[config.mk]
export PLATFORM = sky130hd
export DESIGN_NAME = synaptic_current_accumulator
export DESIGN_NICKNAME = d
export VERILOG_FILES = /design/src/rtl/synaptic_current_accumulator_pkg.sv /design/src/rtl/synaptic_current_accumulator_lane_adder_tree.sv /design/src/rtl/synaptic_current_accumulator.sv
export SDC_FILE = /design/constraint.sdc
export NUM_CORES = 1
export LEC_CHECK = 0
export CORE_MARGIN = 2
export CORE_UTILIZATION = 45
export DETAILED_ROUTE_END_ITERATION = 8
export PLACE_DENSITY = 0.69
export SLEW_MARGIN = 20
export SYNTH_ARGS = -nofsm -noshare
export SYNTH_HDL_FRONTEND = slang
export SYNTH_HIERARCHICAL = 1
export SYNTH_SLANG_ARGS = --single-unit
[constraint.sdc]
create_clock -name clk -period 12.8 [get_ports clk]
set_input_delay 3.84 -clock clk [delete_from_list [all_inputs] [get_ports clk]]
set_output_delay 3.84 -clock clk [all_outputs]
set_load 0.01 [all_outputs]
[src/rtl/synaptic_current_accumulator_pkg.sv]
// Shared types and helpers for the synaptic current accumulator.
// Optional CURRENT_CARRY_EN behaviour lives in the top module.
package synaptic_pkg;

  typedef enum logic [1:0] {IDLE, ACC, SAT} state_t;

  localparam int unsigned SAT_W = 64;

  typedef struct packed {
    logic signed [SAT_W-1:0] value;
    logic                    sat;
  } clamp_t;

  function automatic int unsigned clog2(input int unsigned v);
    int unsigned r;
    r = 0;
    while ((64'd1 << r) < 64'(v)) r++;
    return r;
  endfunction

  function automatic int unsigned ngroups(input int unsigned m, input int unsigned lanes);
    return (m + lanes - 1) / lanes;
  endfunction

  function automatic int unsigned acc_width(input int unsigned m, input int unsigned ww);
    return ww + clog2(m) + 1;
  endfunction

  localparam int unsigned NGROUPS = ngroups(16, 4);
  localparam int unsigned ACC_W   = acc_width(16, 4);

  // Clamp a wide signed value to the range of an out_w-bit signed number.
  function automatic clamp_t sat_clamp(input logic signed [SAT_W-1:0] acc,
                                       input int unsigned out_w);
    logic signed [SAT_W-1:0] hi;
    logic signed [SAT_W-1:0] lo;
    clamp_t r;
    hi = (64'sd1 <<< (out_w - 1)) - 64'sd1;
    lo = -(64'sd1 <<< (out_w - 1));
    if (acc > hi) begin
      r.value = hi;
      r.sat   = 1'b1;
    end else if (acc < lo) begin
      r.value = lo;
      r.sat   = 1'b1;
    end else begin
      r.value = acc;
      r.sat   = 1'b0;
    end
    return r;
  endfunction

endpackage

[src/rtl/synaptic_current_accumulator_lane_adder_tree.sv]
// Combinational partial sum of one group of synapses; masked or
// non-spiking lanes contribute zero.
module lane_adder_tree #(
  parameter int unsigned LANES = 4,
  parameter int unsigned WW    = 4,
  parameter int unsigned ACC_W = 9
) (
  input  logic [LANES-1:0]          spikes_i,
  input  logic [LANES*WW-1:0]       weights_i,
  input  logic [LANES-1:0]          mask_i,
  output logic signed [ACC_W-1:0]   sum_o
);

  always_comb begin
    sum_o = '0;
    for (int unsigned j = 0; j < LANES; j++) begin
      if (spikes_i[j] && mask_i[j])
        sum_o = sum_o + ACC_W'($signed(weights_i[j*WW +: WW]));
    end
  end

endmodule

[src/rtl/synaptic_current_accumulator.sv]
// Multi-cycle saturating sum of spiking synapse weights, LANES per cycle.
// Define CURRENT_CARRY_EN to seed each sum with half the previous result.
module synaptic_current_accumulator
  import synaptic_pkg::*;
#(
  parameter int unsigned M     = 16,
  parameter int unsigned WW    = 4,
  parameter int unsigned LANES = 4,
  parameter int unsigned OUT_W = 8
) (
  input  logic                    clk,
  input  logic                    reset,
  input  logic                    start,
  input  logic [M-1:0]            input_spikes,
  input  logic [M*WW-1:0]         weights,
  output logic                    busy,
  output logic                    done,
  output logic signed [OUT_W-1:0] input_current,
  output logic                    saturated
);

  localparam int unsigned NGRP = ngroups(M, LANES);
  localparam int unsigned AW   = acc_width(M, WW);
  localparam int unsigned GW   = (NGRP > 1) ? clog2(NGRP) : 1;
  localparam int unsigned PAD  = NGRP * LANES;

  state_t                  state_q, state_d;
  logic [M-1:0]            spk_q, spk_d;
  logic [M*WW-1:0]         w_q, w_d;
  logic [GW-1:0]           grp_q, grp_d;
  logic signed [AW-1:0]    acc_q, acc_d;
  logic signed [OUT_W-1:0] cur_q, cur_d;
  logic                    sat_q, sat_d;
  logic                    done_q, done_d;

  logic [PAD-1:0]          spk_pad;
  logic [PAD*WW-1:0]       w_pad;
  logic [LANES-1:0]        lane_spk;
  logic [LANES*WW-1:0]     lane_w;
  logic [LANES-1:0]        lane_mask;
  logic signed [AW-1:0]    lane_sum;
  logic signed [AW-1:0]    seed;
  clamp_t                  cl;
  logic                    unused_clamp_hi;

  // Snapshots are zero-padded to whole groups so the group select is a plain shift.
  assign spk_pad  = PAD'(spk_q);
  assign w_pad    = (PAD*WW)'(w_q);
  assign lane_spk = LANES'(spk_pad >> (grp_q * LANES));
  assign lane_w   = (LANES*WW)'(w_pad >> (grp_q * LANES * WW));

  always_comb begin
    lane_mask = '0;
    for (int unsigned j = 0; j < LANES; j++)
      lane_mask[j] = (32'(grp_q) * LANES + j) < M;
  end

  lane_adder_tree #(
    .LANES (LANES),
    .WW    (WW),
    .ACC_W (AW)
  ) u_tree (
    .spikes_i  (lane_spk),
    .weights_i (lane_w),
    .mask_i    (lane_mask),
    .sum_o     (lane_sum)
  );

  always_comb begin
`ifdef CURRENT_CARRY_EN
    seed = AW'(cur_q >>> 1);
`else
    seed = '0;
`endif
  end

  assign cl              = sat_clamp(SAT_W'(acc_q), OUT_W);
  assign unused_clamp_hi = ^cl.value[SAT_W-1:OUT_W];

  always_comb begin
    state_d = state_q;
    spk_d   = spk_q;
    w_d     = w_q;
    grp_d   = grp_q;
    acc_d   = acc_q;
    cur_d   = cur_q;
    sat_d   = sat_q;
    done_d  = 1'b0;
    case (state_q)
      IDLE: begin
        if (start) begin
          spk_d   = input_spikes;
          w_d     = weights;
          acc_d   = seed;
          grp_d   = '0;
          state_d = ACC;
        end
      end
      ACC: begin
        acc_d = acc_q + lane_sum;
        if (grp_q == GW'(NGRP - 1))
          state_d = SAT;
        else
          grp_d = grp_q + 1'b1;
      end
      SAT: begin
        cur_d   = cl.value[OUT_W-1:0];
        sat_d   = cl.sat;
        done_d  = 1'b1;
        state_d = IDLE;
      end
      default: state_d = IDLE;
    endcase
  end

  always_ff @(posedge clk or posedge reset) begin
    if (reset) begin
      state_q <= IDLE;
      spk_q   <= '0;
      w_q     <= '0;
      grp_q   <= '0;
      acc_q   <= '0;
      cur_q   <= '0;
      sat_q   <= 1'b0;
      done_q  <= 1'b0;
    end else begin
      state_q <= state_d;
      spk_q   <= spk_d;
      w_q     <= w_d;
      grp_q   <= grp_d;
      acc_q   <= acc_d;
      cur_q   <= cur_d;
      sat_q   <= sat_d;
      done_q  <= done_d;
    end
  end

  assign busy          = (state_q != IDLE);
  assign done          = done_q;
  assign input_current = cur_q;
  assign saturated     = sat_q;

endmodule
# Word-level counts from Yosys, hierarchy flattened

Index checks and enable logic that the tools add are counted.
W data, S select, Z words.

Flip-flop bits (word level): 103
Bits in latches: 0
RAM bits: 0
Bits in read-only memories: 0
Input port bits: 83
Output and inout port bits: 11
Logic and storage cells: 56
Memories kept: 0

Add/subtract/negate cells: 8
$mul: 0
Div/mod/pow operators: 0
$lt $le $gt $ge: 6
Equality and inequality tests: 6
Shifts and indexed selects: 2
Muxes and demuxes: 15
Bitwise operators: 0
Reductions and logical operators: 11

Operators by type and width:

| kind                  | count |
|---|---|
| $shr A64 B6 Y16       | 1 |
| $mux W9               | 7 |
| $add A9 B4 Y9         | 3 |
| $pmux W9 S2           | 1 |
| $shr A16 B4 Y4        | 1 |
| $lt A5 B5 Y1 const B  | 3 |
| $add A4 B2 Y5 const B | 2 |
| $add A9 B9 Y9         | 1 |
| $gt A9 B8 Y1 const B  | 1 |
| $lt A9 B8 Y1 const B  | 1 |
| $mux W2               | 4 |
| $pmux W2 S2           | 2 |
| $ne A2 B2 Y1 const B  | 3 |
| $reduce_and A2 Y1     | 3 |
| $add A4 B1 Y5 const B | 1 |
| $lt A4 B5 Y1 const B  | 1 |
| $eq A2 B2 Y1 const B  | 2 |
| $logic_and A1 B1 Y1   | 4 |
| $reduce_bool A2 Y1    | 2 |
| $reduce_and A3 Y1     | 1 |
| $add A2 B1 Y2 const B | 1 |
| $eq A2 B1 Y1 const B  | 1 |
| $logic_not A2 Y1      | 1 |
| $mux W1               | 1 |

# Logic depth before layout (Yosys ltp)

Gate-level depths: netlist (run 1).

Depth in word-level cells: 11
Mapped depth: 29
Depth with buffers taken out: 28

# Cells and area by module

Netlist (run 1), hierarchy kept.

By module, submodules not included:

| module                       | times used | cells an instance | area an instance (um^2) | sequential area each (um^2) |
|---|---|---|---|---|
| synaptic_current_accumulator | 1          | 508               | 4772.1                  | 2577.5 |
| lane_adder_tree              | 1          | 151               | 1206.2                  | 0.0 |

# Least setup slack after synthesis (run 1)

No wires, ideal clock.

Path kind: reg2reg
From: register grp_q[0]
To: register acc_q[8]
Library setup time: 80 ps
Data arrival time: 5840 ps
Data required time: 12720 ps
Path slack: 6880 ps
Stages on the path, launching flop included: 30
Path buffers: 1
Clock period less this slack: 5920 ps
Cells stage by stage: dfrtp_1 buf_2 mux4_2 and3_1 ha_1 inv_1 fa_1 maj3_2 nor2_1 nor2_1 fa_1 o21ai_0 ha_1 o211ai_1 a21oi_2 a211oi_2 xnor2_1 mux2_4 ha_1 nor3_1 nand2_1 o21ai_1 a31oi_1 xor2_1 mux2_1 ha_1 nor3b_1 o21ai_0 o311ai_1 mux2i_1

Word-level cells in the longest chain between the ends: 11
Elaborated cells between the ends (all ways): 22
Those cells by class: add/sub: 7; order compare: 4; shift: 2; mux: 5; reduce/logical: 4

RTL lines:

| what                    | line                                               | RTL |
|---|---|---|
| start, declared         | synaptic_current_accumulator.sv:30                 | `logic [GW-1:0] grp_q, grp_d;` |
| start signal, assigned  | synaptic_current_accumulator.sv:130                | `grp_q <= grp_d;` |
| $shr A16 B4 Y4 (*)      | synaptic_current_accumulator.sv:49                 | `assign lane_spk = LANES'(spk_pad >> (grp_q * LANES));` |
| named net lane_spk[0]   | synaptic_current_accumulator.sv:38                 | `logic [LANES-1:0] lane_spk;` |
| $logic_and A1 B1 Y1 (*) | synaptic_current_accumulator_lane_adder_tree.sv:17 | `if (spikes_i[j] && mask_i[j])` |
| $mux W9 (*)             | synaptic_current_accumulator_lane_adder_tree.sv:17 |  |
| $add A9 B4 Y9           | synaptic_current_accumulator_lane_adder_tree.sv:18 | `sum_o = sum_o + ACC_W'($signed(weights_i[j*WW +: WW]));` |
| $mux W9 (*)             | synaptic_current_accumulator_lane_adder_tree.sv:17 |  |
| $add A9 B4 Y9           | synaptic_current_accumulator_lane_adder_tree.sv:18 |  |
| $mux W9 (*)             | synaptic_current_accumulator_lane_adder_tree.sv:17 |  |
| $add A9 B4 Y9           | synaptic_current_accumulator_lane_adder_tree.sv:18 |  |
| $mux W9 (*)             | synaptic_current_accumulator_lane_adder_tree.sv:17 |  |
| named net lane_sum[7]   | synaptic_current_accumulator.sv:41                 | `logic signed [AW-1:0] lane_sum;` |
| $add A9 B9 Y9 (*)       | synaptic_current_accumulator.sv:100                | `acc_d = acc_q + lane_sum;` |
| $pmux W9 S2 (*)         | synaptic_current_accumulator.sv:89                 | `case (state_q)` |
| end signal, assigned    | synaptic_current_accumulator.sv:122                | `acc_q <= '0;` |
| end signal, assigned    | synaptic_current_accumulator.sv:131                | `acc_q <= acc_d;` |
| end, declared           | synaptic_current_accumulator.sv:31                 | `logic signed [AW-1:0] acc_q, acc_d;` |

Mark *: on every way through the listed nets, which the timed path passes. The rest lies on a longest branch.
A chain may end at the register's enable or synchronous reset.

# Final worst setup path (run 1)

Same ends and word-level chain as after synthesis.

==> out/results.ini, run 1 <==
[die]
die_y_microns = 119
core_area_sq_mm = 0.0131
rows = 42
dieArea_sq_mm = 0.0142
die_w_microns = 119
start_util = 0.457
ios = 94

[finish]
final_cell_area_sq_mm = 0.00736
n_fill_cell = 1181
nNetsFinal = 865
syn_to_final_growth_pct = 23.0
antenna_cells = 0
final_layout_size_suffix_gt1_frac = 0.0867
fin_cells = 926

[critical_path]
cp.arrival_ns = 7.18
critical_path_class = flop to flop
cp.depth = 29
start_kind = flop
critPathTopFamily = adder cells
worst-path-buf-inv = 2
critPathMaxStageDelay_ns = 0.72
path_common_cell = ha_1
ff2ff_path_depth = 29
critPathMaxFanout = 13
cp-end-kind = flop
worst_ep_required_time_ns = 13.07
slowest_stage = dfrtp_1
rrSetupSlack_ns = 5.90

[run_status]
status = completed

[cts]
cts_tree = built
clk_pin_slew_ns = 0.07
clkSinkCount = 103
postCtsSetupRepairBufs = 0
htree_levels = 3
cts_resized = 0
clk_latency_ns = 0.35
hold_buffers = 0
clockRootBuffer = clkbuf_16
cts_made_buffers = 9
cts_buffer_depth = 2

[drt]
routedWlPerCell_microns = 14.5
vias = 4744
via_per_inst = 5.12
dr.pass1.iters = 4
wl_mm = 13.4
drt.antenna.violating_nets = 0
drt_iter0_drc = 296
drc = 0

[sta]
max_freq_mhz = 145
rsz0062_at_grt = false
fin_tns_setup_ns = 0
min_period_ns = 6.90
slew-limit-headroom = 0.438
holdWs_ns = 0.471
drv_slew = 0
setup_violations = 0
fin_crit_sh = 0.539
clock_skew_ns = 0.00926
setup_slack_ns = 5.90
worstMarginPinSlew_ns = 0.843
hold_violations = 0

[place]
post-place-ws_ns = 5.84
hpwl_mm = 9.86
place_congestion = 0.797
place_area_sq_mm = 0.00707
portBuffers = 93
dp.cells = 912

[pwr]
p_per_area_mw_per_mm2 = 301
peakVddDrop_uv = 105
p_leak_nw = 3.57

[yosys]
synth_edf_count = 0
synth_top_area_share = 0.431
synthTopCellsByCount = nand2_1 (285), dfrtp_1 (103), ha_1 (29)
syn_inst = 659
yosys.area.top_type = dfrtp_1
syn-cell-area_sq_mm = 0.00598
yosysUniqueCellTypes = 51
syn_avg_cell_area_sq_um = 9.07
yosysWarningCount = 6
async_flop_share = 1.00
ys_seq_area_frac = 0.431
synthFlopType = dfrtp_1
ys_seq_elements = 103
yosysMostFrequentCell = nand2_1
synth_area_leaders = dfrtp_1 (43%), nand2_1 (18%), mux4_2 (7.5%)

[flow_run]
max-cap-violations = 0

[grt]
grt_max_degree = 88
grt-busiest-layer = met2
grtUsageMet2 = 0.333
grt_usage = 0.201
gr-total-overflow = 0
met3_usage = 0.0407
grt_pass1_wl_mm = 22.7
antenna_found_initial = 0
grt_pass1_vias = 4828
grtUsageMet1 = 0.263

[min_path]
worstHoldPathType = flop to flop
hold_path_depth = 2

[power breakdown]
group / internal [mW] / switching (mW) / total [mW]
Clock: 0.155 / 0.117 / 0.272
Sequential: 0.482 / 0.103 / 0.585
Combinational: 0.621 / 0.736 / 1.36
[cell families after synthesis]
kind of cell,after synthesis,synth area share
simple gates,335,0.223
flops,103,0.431
compound gates,84,0.0923
buf+inv,45,0.0324
fa+ha+maj,37,0.0846
mux,35,0.105
xor+xnor,19,0.0301
other cells,1,0.000627
[area by class of cell]
type,count,area (sq um),share of cell area
multi-input combinational,521,3250,0.442
sequential,103,2580,0.350
timing repair buffer,98,968,0.132
clock buffer,11,243,0.0330
tap,176,220,0.0299
inverter,14,55.1,0.00748
clock inverter,3,43.8,0.00595
[routing by layer]
metal | share of wire | vias to the layer above | routed length [microns]
met3 | 0.046 | 14 | 612
met4 | 0.017 | 0 | 226
met5 | 0 | - | 0
met1 | 0.44 | 2277 | 5910
met2 | 0.50 | 102 | 6670
li1 | - | 2351 | -
[flip-flops by register name, summed over array words and instances (netlist names)]
name	cells
grp_q	2
w_pad	64
spk_pad	16
done	1
state_q	2
saturated	1
acc_q	9
input_current	8
[placed cells by master (no fill, tap or decap), drive strengths merged, types with 4 or more instances in the layout]
| cell type | Yosys | routed |
|---|---|---|
| o21ai | 36 | 36 |
| mux4 | 20 | 20 |
| clkbuf | 12 | 11 |
| dfrtp | 103 | 103 |
| nand2 | 285 | 285 |
| o21a | 6 | 6 |
| nor3 | 4 | 4 |
| xnor2 | 8 | 8 |
| ha | 29 | 29 |
| nand3 | 12 | 12 |
| a21oi | 17 | 17 |
| inv | 14 | 15 |
| nand2b | 6 | 6 |
| conb | 1 | 11 |
| xor2 | 10 | 10 |
| clkdlybuf4s50 | 0 | 93 |
| mux2 | 12 | 12 |
| buf | 19 | 5 |
| a21o | 4 | 4 |
| nor2 | 15 | 15 |
| a211oi | 6 | 6 |
| fa | 6 | 6 |
[worst reg2reg max path: cells and delay by family (launching register included)]
kind / cells / cell delay [ns]
flip-flops: 1 / 0.72
adder cells (fa/ha/maj): 7 / 1.94
AO/OA/AOI/OAI: 8 / 1.04
buffers and inverters: 2 / 0.46
AND/OR/NAND/NOR: 6 / 1.01
multiplexers: 4 / 1.41
XOR/XNOR: 2 / 0.25
[metrics by stage]
step            util  total power [mW]
3_3_place_gp   0.540              1.87
3_5_place_dp   0.540              1.94
5_1_grt        0.562              2.43
6_report       0.562              2.21
2_1_floorplan      -              1.62
4_1_cts        0.562              2.23
[path summary, 6_finish.rpt]
kind / from / to
worst min-delay path: w_pad[40] / w_pad[40]
worst max-delay path: grp_q[0] / acc_q[8]
min in group asynchronous: reset / input_current[7]
worst max register to register: grp_q[0] / acc_q[8]
max in group asynchronous: reset / spk_pad[1]
worst min register to register: w_pad[40] / w_pad[40]
Note: power is estimated with default switching activity, not from simulation.
==> run 2, diff against run 1 <==
--- a/config.mk
+++ b/config.mk
@@ -8,7 +8,7 @@
 export CORE_MARGIN = 2
 export CORE_UTILIZATION = 45
 export DETAILED_ROUTE_END_ITERATION = 8
-export PLACE_DENSITY = 0.69
+export PLACE_DENSITY = 0.71
 export SLEW_MARGIN = 20
 export SYNTH_ARGS = -nofsm -noshare
 export SYNTH_HDL_FRONTEND = slang
==> constraint.sdc (replaced) <==
create_clock -name clk -period 6.1 [get_ports clk]
set_input_delay 1.83 -clock clk [delete_from_list [all_inputs] [get_ports clk]]
set_output_delay 1.83 -clock clk [all_outputs]
set_load 0.01 [all_outputs]
==> run 2 against run 1 <==
Effect of this change:
- clock skew increased by 0.0012 ns
- utilization up 1.4 points
- critical path type unchanged
- via count is 2.4% higher
- final cell count rose by 1.2%
- clock-buffer cell count decreased by 1
- global-route usage is 0.62 points higher
- clock power rose by 120%
- die area is the same
- first-iteration DRC count is 2.4% lower
- sequential cell count did not move
- worst setup slack worse by 5.6 ns
==> out/results.ini, run 2 (synthesized netlist as in run 1, its figures left out) <==
[critical_path]
slowest_stage = mux4_2
cp.arrival_ns = 6.11  ; -1.07 ns
critPathTopFamily = adder cells
critPathMaxStageDelay_ns = 0.54  ; -0.18 ns
cp-end-kind = flop
critical_path_class = flop to flop
rrSetupSlack_ns = 0.27  ; -5.63 ns
r2r_start = grp_q[0]
critPathMaxFanout = 6  ; -7
r2r_end = acc_q[8]
ff2ff_path_depth = 23  ; -21%
start_kind = flop
crit_chain = mux4_2 -> and3_1 -> ha_1 -> a21oi_1 -> maj3_2 -> fa_1 -> o21ai_1 -> ha_1 -> o21ai_1 -> o21bai_1 -> a21oi_2 -> xnor2_1 -> mux2_4 -> ha_2 -> o21a_1 -> nor2_1 -> xnor2_1 -> mux2_4 -> ha_2 -> a21oi_1 -> nand2_1 -> o311ai_2 -> mux2i_1
worst-path-buf-inv = 0  ; -2
worst_ep_required_time_ns = 6.38  ; -6.69 ns

[cts]
clk_pin_slew_ns = 0.08  ; about the same
cts_buffer_depth = 2  ; unchanged
cts_tree = built
htree_levels = 3  ; unchanged
hold_buffers = 0  ; unchanged
clk_latency_ns = 0.36  ; about the same
cts_made_buffers = 9  ; unchanged
clockRootBuffer = clkbuf_16
clkSinkCount = 103  ; unchanged

[pwr]
power_mw = 4.88  ; +120%
p_leak_nw = 3.63  ; +1.6%
peakVddDrop_uv = 224  ; +110%
p_per_area_mw_per_mm2 = 648  ; +120%

[finish]
final_cell_mix = nand2_1 (284), dfrtp_1 (102), clkdlybuf4s50_1 (93)
largest_reg_flops = 64  ; unchanged
antenna_cells = 0  ; unchanged
syn_to_final_growth_pct = 26.1
final_layout_size_suffix_gt1_frac = 0.124  ; +0.0369
nNetsFinal = 874  ; +1.0%
final_common_cell = nand2_1
final_cell_area_sq_mm = 0.00754  ; +2.4%

[sta]
clock_skew_ns = 0.0105  ; +0.00119 ns
worstMarginPinSlew_ns = 0.778  ; -0.0653 ns
hold_violations = 0  ; unchanged
min_period_ns = 5.83  ; -1.07 ns
setup_violations = 0  ; unchanged
max_freq_mhz = 172  ; +18%
drv_slew = 0  ; unchanged
fin_crit_sh = 0.955  ; +0.416
slew-limit-headroom = 0.481  ; +0.0435
setup_slack_ns = 0.274  ; -5.63 ns

[die]
die_w_microns = 119  ; unchanged
start_util = 0.457  ; unchanged
ios = 94  ; unchanged
core_area_sq_mm = 0.0131  ; unchanged
rows = 42  ; unchanged
die_y_microns = 119  ; unchanged
dieArea_sq_mm = 0.0142  ; unchanged

[min_path]
worstHoldStart = w_pad[19]
min_to = w_pad[19]
worstHoldPathType = flop to flop
hold_path_depth = 2  ; unchanged

[grt]
grt_max_degree = 79  ; -10%
grt_pass1_vias = 5061  ; +4.8%
antenna_found_initial = 0  ; unchanged
grt_pass1_wl_mm = 23.4  ; +3.3%
gr-total-overflow = 0  ; unchanged
grt_usage = 0.207  ; +0.00620

[drt]
dr.pass1.iters = 5  ; +1
drt_iter0_drc = 289  ; -2.4%
vias = 4858  ; +2.4%
routedWlPerCell_microns = 14.9  ; +2.8%
drt.antenna.violating_nets = 0  ; unchanged
drc = 0  ; unchanged
wl_mm = 14.0  ; +4.0%
via_per_inst = 5.18  ; +1.2%

[flow_run]
max-cap-violations = 0  ; unchanged

[place]
post-place-ws_ns = -0.197  ; -6.04 ns
place_area_sq_mm = 0.00710  ; +0.42%
place_congestion = 0.816  ; +2.4%
portBuffers = 93  ; unchanged
hpwl_mm = 10.4  ; +5.4%

[run_status]
status = completed

-- run 2: changes by cell type in the layout (fill, tap and decap cells not counted), moves of 2 or more --
cell     change
ha_2         +4
ha_4         +2
o21ai_0      -3
ha_1         -6
o21ai_2      +2
buf_4        +9
-- run 2: power by group --
| part | switching (mW) | internal [mW] | total [mW] |
|---|---|---|---|
| registers | 0.224 | 1.01 | 1.24 |
| logic | 1.62 | 1.43 | 3.05 |
| clock network | 0.271 | 0.332 | 0.604 |
-- run 2: repair_timing --
action,4_1_cts,5_1_grt
setup buffers,0,5
endpoints found under the hold margin,0,0
pin swaps,2,6
resized for setup,3,18
endpoints found under the setup margin,1,2
-- run 2: worst reg2reg max path, cell delays in order, from the launching register on --
cell,delay [ns]
dfrtp_2,0.42
mux4_2,0.54
and3_1,0.24
ha_1,0.30
a21oi_1,0.07
maj3_2,0.33
fa_1,0.49
o21ai_1,0.10
ha_1,0.36
o21ai_1,0.11
o21bai_1,0.23
a21oi_2,0.09
xnor2_1,0.13
mux2_4,0.27
ha_2,0.36
o21a_1,0.13
nor2_1,0.04
xnor2_1,0.12
mux2_4,0.28
ha_2,0.31
a21oi_1,0.14
nand2_1,0.13
o311ai_2,0.31
mux2i_1,0.24
-- run 2: per-layer routing --
metal  GRT usage  vias to the layer above  routed length [microns]
li1            -                     2365                        -
met1       0.265                     2331                     6120
met2       0.342                      137                     6720
met3      0.0512                       25                      762
met4      0.0781                        0                      365
met5           0                        -                        0
-- run 2: per-stage QoR --
step	instances	hold WS (ns)	util	TNS, ns
floorplan	669	0.440	-	0
global placement	916	0.456	0.543	0
detailed placement	916	0.459	0.543	-0.197
CTS	932	0.476	0.566	0
global route	937	0.494	0.576	-0.0145
finish	937	0.470	0.576	0
-- run 2: worst max-delay path by stage --
stage / from / to / slack (ns) / depth (start not counted)
after floorplan: grp_q[0] / acc_q[8] / 0.18 / 29
after global placement: grp_q[0] / acc_q[8] / 0.10 / 28
after detailed placement: grp_q[0] / acc_q[8] / -0.20 / 28
after CTS: grp_q[0] / acc_q[8] / 0.04 / 28
after global routing: grp_q[0] / acc_q[8] / -0.01 / 28
final: grp_q[0] / acc_q[8] / 0.27 / 23
-- run 2: final cells by class --
| cell class | count | area, sq um |
|---|---|---|
| fill | 1139 | 5550 |
| multi-input combinational | 521 | 3340 |
| sequential | 103 | 2580 |
| timing repair buffer | 107 | 1040 |
| clock buffer | 10 | 239 |
| tap | 176 | 220 |
| clock inverter | 6 | 67.6 |
| inverter | 14 | 55.1 |
==> run 3, diff against run 2 <==
--- a/config.mk
+++ b/config.mk
@@ -5,10 +5,12 @@
 export SDC_FILE = /design/constraint.sdc
 export NUM_CORES = 1
 export LEC_CHECK = 0
+export CELL_PAD_IN_SITES_DETAIL_PLACEMENT = 0
+export CELL_PAD_IN_SITES_GLOBAL_PLACEMENT = 1
 export CORE_MARGIN = 2
-export CORE_UTILIZATION = 45
+export CORE_UTILIZATION = 37
 export DETAILED_ROUTE_END_ITERATION = 8
-export PLACE_DENSITY = 0.71
+export PLACE_DENSITY_LB_ADDON = 0.1
 export SLEW_MARGIN = 20
 export SYNTH_ARGS = -nofsm -noshare
 export SYNTH_HDL_FRONTEND = slang
==> run 3 against run 2 <==
Effect of this change:
- final area is 0.40% higher
- register-to-register slack improved by 0.06 ns
- clock-buffer cell count stayed put
- global-route usage fell by 3.4 points
- routed wire length increased by 4.5%
- first-iteration DRC count shrank 34%
- maximum frequency rose by 1.0%
- worst hold slack better by 0.0025 ns
- non-clock buffer count fell by 1
- critical path type unchanged
- largest power group unchanged
- highest routed layer unchanged
==> out/results.ini, run 3 (synthesized netlist as in run 1, its figures left out) <==
[run_status]
status = completed

[sta]
fin_tns_setup_ns = 0  ; unchanged
holdWs_ns = 0.472  ; +0.00251 ns
setup_slack_ns = 0.333  ; +0.0592 ns
hold_violations = 0  ; unchanged
clock_skew_ns = 0.00642  ; -0.00404 ns
drv_slew = 0  ; unchanged
worstMarginPinSlew_ns = 1.04  ; +0.259 ns
fin_crit_sh = 0.945  ; -0.00970
setup_violations = 0  ; unchanged
slew-limit-headroom = 0.306  ; -0.175
max_freq_mhz = 173  ; +1.0%
min_period_ns = 5.77  ; -0.0592 ns

[cts]
htree_levels = 3  ; unchanged
cts_buffer_depth = 2  ; unchanged
clockRootBuffer = clkbuf_16
cts_made_buffers = 9  ; unchanged
clkSinkCount = 103  ; unchanged
clk_pin_slew_ns = 0.07  ; about the same
clk_latency_ns = 0.35  ; about the same
cts_tree = built
hold_buffers = 0  ; unchanged

[pwr]
power_mw = 4.87  ; -0.40%
power_switching_mw = 2.08  ; -1.5%
p_per_area_mw_per_mm2 = 643  ; -0.80%
intPower_mw = 2.78  ; +0.44%
p_leak_nw = 3.61  ; -0.34%
p_sw_frac = 0.428  ; -0.00480
p_seq_frac = 0.252  ; about the same
pwr-share-clk = 0.120  ; -0.004
peakVddDrop_uv = 274  ; +22%
combPwrFrac = 0.628  ; +0.005

[critical_path]
critPathMaxFanout = 4  ; -2
worst_ep_required_time_ns = 6.32  ; -0.06 ns
cp.arrival_ns = 5.98  ; -0.13 ns
start_kind = flop
cp-end-kind = flop
critical_path_class = flop to flop

[place]
post-place-ws_ns = -0.0130  ; +0.184 ns
portBuffers = 93  ; unchanged
place_congestion = 0.826  ; +1.3%
hpwl_mm = 10.8  ; +4.3%

[finish]
final_layout_size_suffix_gt1_frac = 0.116  ; -0.00743
antenna_cells = 0  ; unchanged
final_common_cell = nand2_1
final_cell_mix = nand2_1 (284), dfrtp_1 (102), clkdlybuf4s50_1 (93)
final_core_util = 0.478  ; -0.0979
nNetsFinal = 873  ; -0.11%
largest_reg_flops = 64  ; unchanged
syn_to_final_growth_pct = 26.6

[die]
dieArea_sq_mm = 0.0172  ; +21%
start_util = 0.378  ; -0.0792
die_y_microns = 131  ; +9.9%
core_area_sq_mm = 0.0158  ; +21%
ios = 94  ; unchanged
rows = 46  ; +9.5%
die_w_microns = 131  ; +9.9%

[drt]
drt.antenna.violating_nets = 0  ; unchanged
via_per_inst = 4.85  ; -6.5%
routedWlPerCell_microns = 15.0  ; +0.52%
dr.pass1.iters = 6  ; +1
drt_iter0_drc = 191  ; -34%
drc = 0  ; unchanged
wl_mm = 14.6  ; +4.5%
vias = 4723  ; -2.8%

[grt]
gr-total-overflow = 0  ; unchanged
grt_usage = 0.174  ; -0.0337
grt_pass1_vias = 4776  ; -5.6%
antenna_found_initial = 0  ; unchanged
grt_max_degree = 77  ; -2.5%
grt_pass1_wl_mm = 23.7  ; +1.1%

[flow_run]
max-cap-violations = 0  ; unchanged

[min_path]
worstHoldPathType = flop to flop

[run 3: cell count changes in the layout (fill, tap and decap cells not counted), sizes merged]
cell / delta
clkinv: -1
inv: -1
buf: -1
[run 3: worst paths after layout]
path	from	endpoint	slack [ns]	cells past startpoint
max	grp_q[0]	acc_q[8]	0.33	27
min in group asynchronous	reset	input_current[7]	2.03	2
min	spk_pad[14]	spk_pad[14]	0.47	2
max reg2reg	grp_q[0]	acc_q[8]	0.33	27
min reg2reg	spk_pad[14]	spk_pad[14]	0.47	2
max in group asynchronous	reset	spk_pad[9]	3.11	3
[run 3: area by class of cell]
| type | count | area, sq um |
|---|---|---|
| clock buffers | 10 | 229 |
| clock inverters | 4 | 57.6 |
| fillers | 1564 | 8260 |
| inverters | 14 | 55.1 |
| multi-input cells | 521 | 3330 |
| flip-flops and latches | 103 | 2580 |
| well taps | 216 | 270 |
| repair buffers | 106 | 1040 |
[run 3: metrics by stage]
step | area [sq um] | std cells
2_1_floorplan | 6020 | 669
3_3_place_gp | 7180 | 958
3_5_place_dp | 7180 | 958
4_1_cts | 7470 | 972
5_1_grt | 7570 | 974
6_report | 7570 | 974
[run 3: worst max-delay path, cell delays in order (launching register included)]
cell and delay [ns]:
dfrtp_2 0.46, mux4_2 0.38, and3_1 0.18, ha_1 0.17, inv_1 0.06, fa_2 0.35, maj3_2 0.31, nor2_1 0.10
nor2_1 0.06, fa_1 0.52, o21ai_2 0.07, ha_1 0.32, o211ai_1 0.11, a21oi_2 0.19, a211oi_2 0.06, xnor2_1 0.13
mux2_4 0.28, ha_2 0.31, o21a_1 0.12, o21ai_1 0.05, a31oi_1 0.16, xor2_1 0.08, mux2_1 0.33, ha_4 0.29
nor3b_1 0.04, o21ai_0 0.19, o311ai_2 0.15, mux2i_1 0.14
[run 3: power groups by stage]
stage / Sequential [mW] / Combinational (mW) / Clock [mW]
final: 1.23 / 3.06 / 0.582
after global routing: 1.27 / 3.42 / 0.623
after floorplan: 1.16 / 2.24 / 0
after CTS: 1.23 / 2.93 / 0.597
after global placement: 1.24 / 2.82 / 0
after detailed placement: 1.24 / 2.91 / 0
[run 3: repair_timing]
| item | 4_1_cts | 5_1_grt |
|---|---|---|
| buffers inserted | 0 | 2 |
| endpoints found under the setup margin | 1 | 3 |
| resized for setup | 1 | 17 |
| pin swaps | 0 | 4 |
[run 3: routing by layer]
| layer | GRT usage | routed length (microns) | share of wire | vias to the layer above |
|---|---|---|---|---|
| met4 | 0.0592 | 228 | 0.016 | 0 |
| met3 | 0.0274 | 378 | 0.026 | 16 |
| met1 | 0.219 | 6720 | 0.46 | 2275 |
| li1 | - | - | - | 2361 |
| met5 | 0 | 0 | 0 | - |
| met2 | 0.304 | 7260 | 0.50 | 71 |
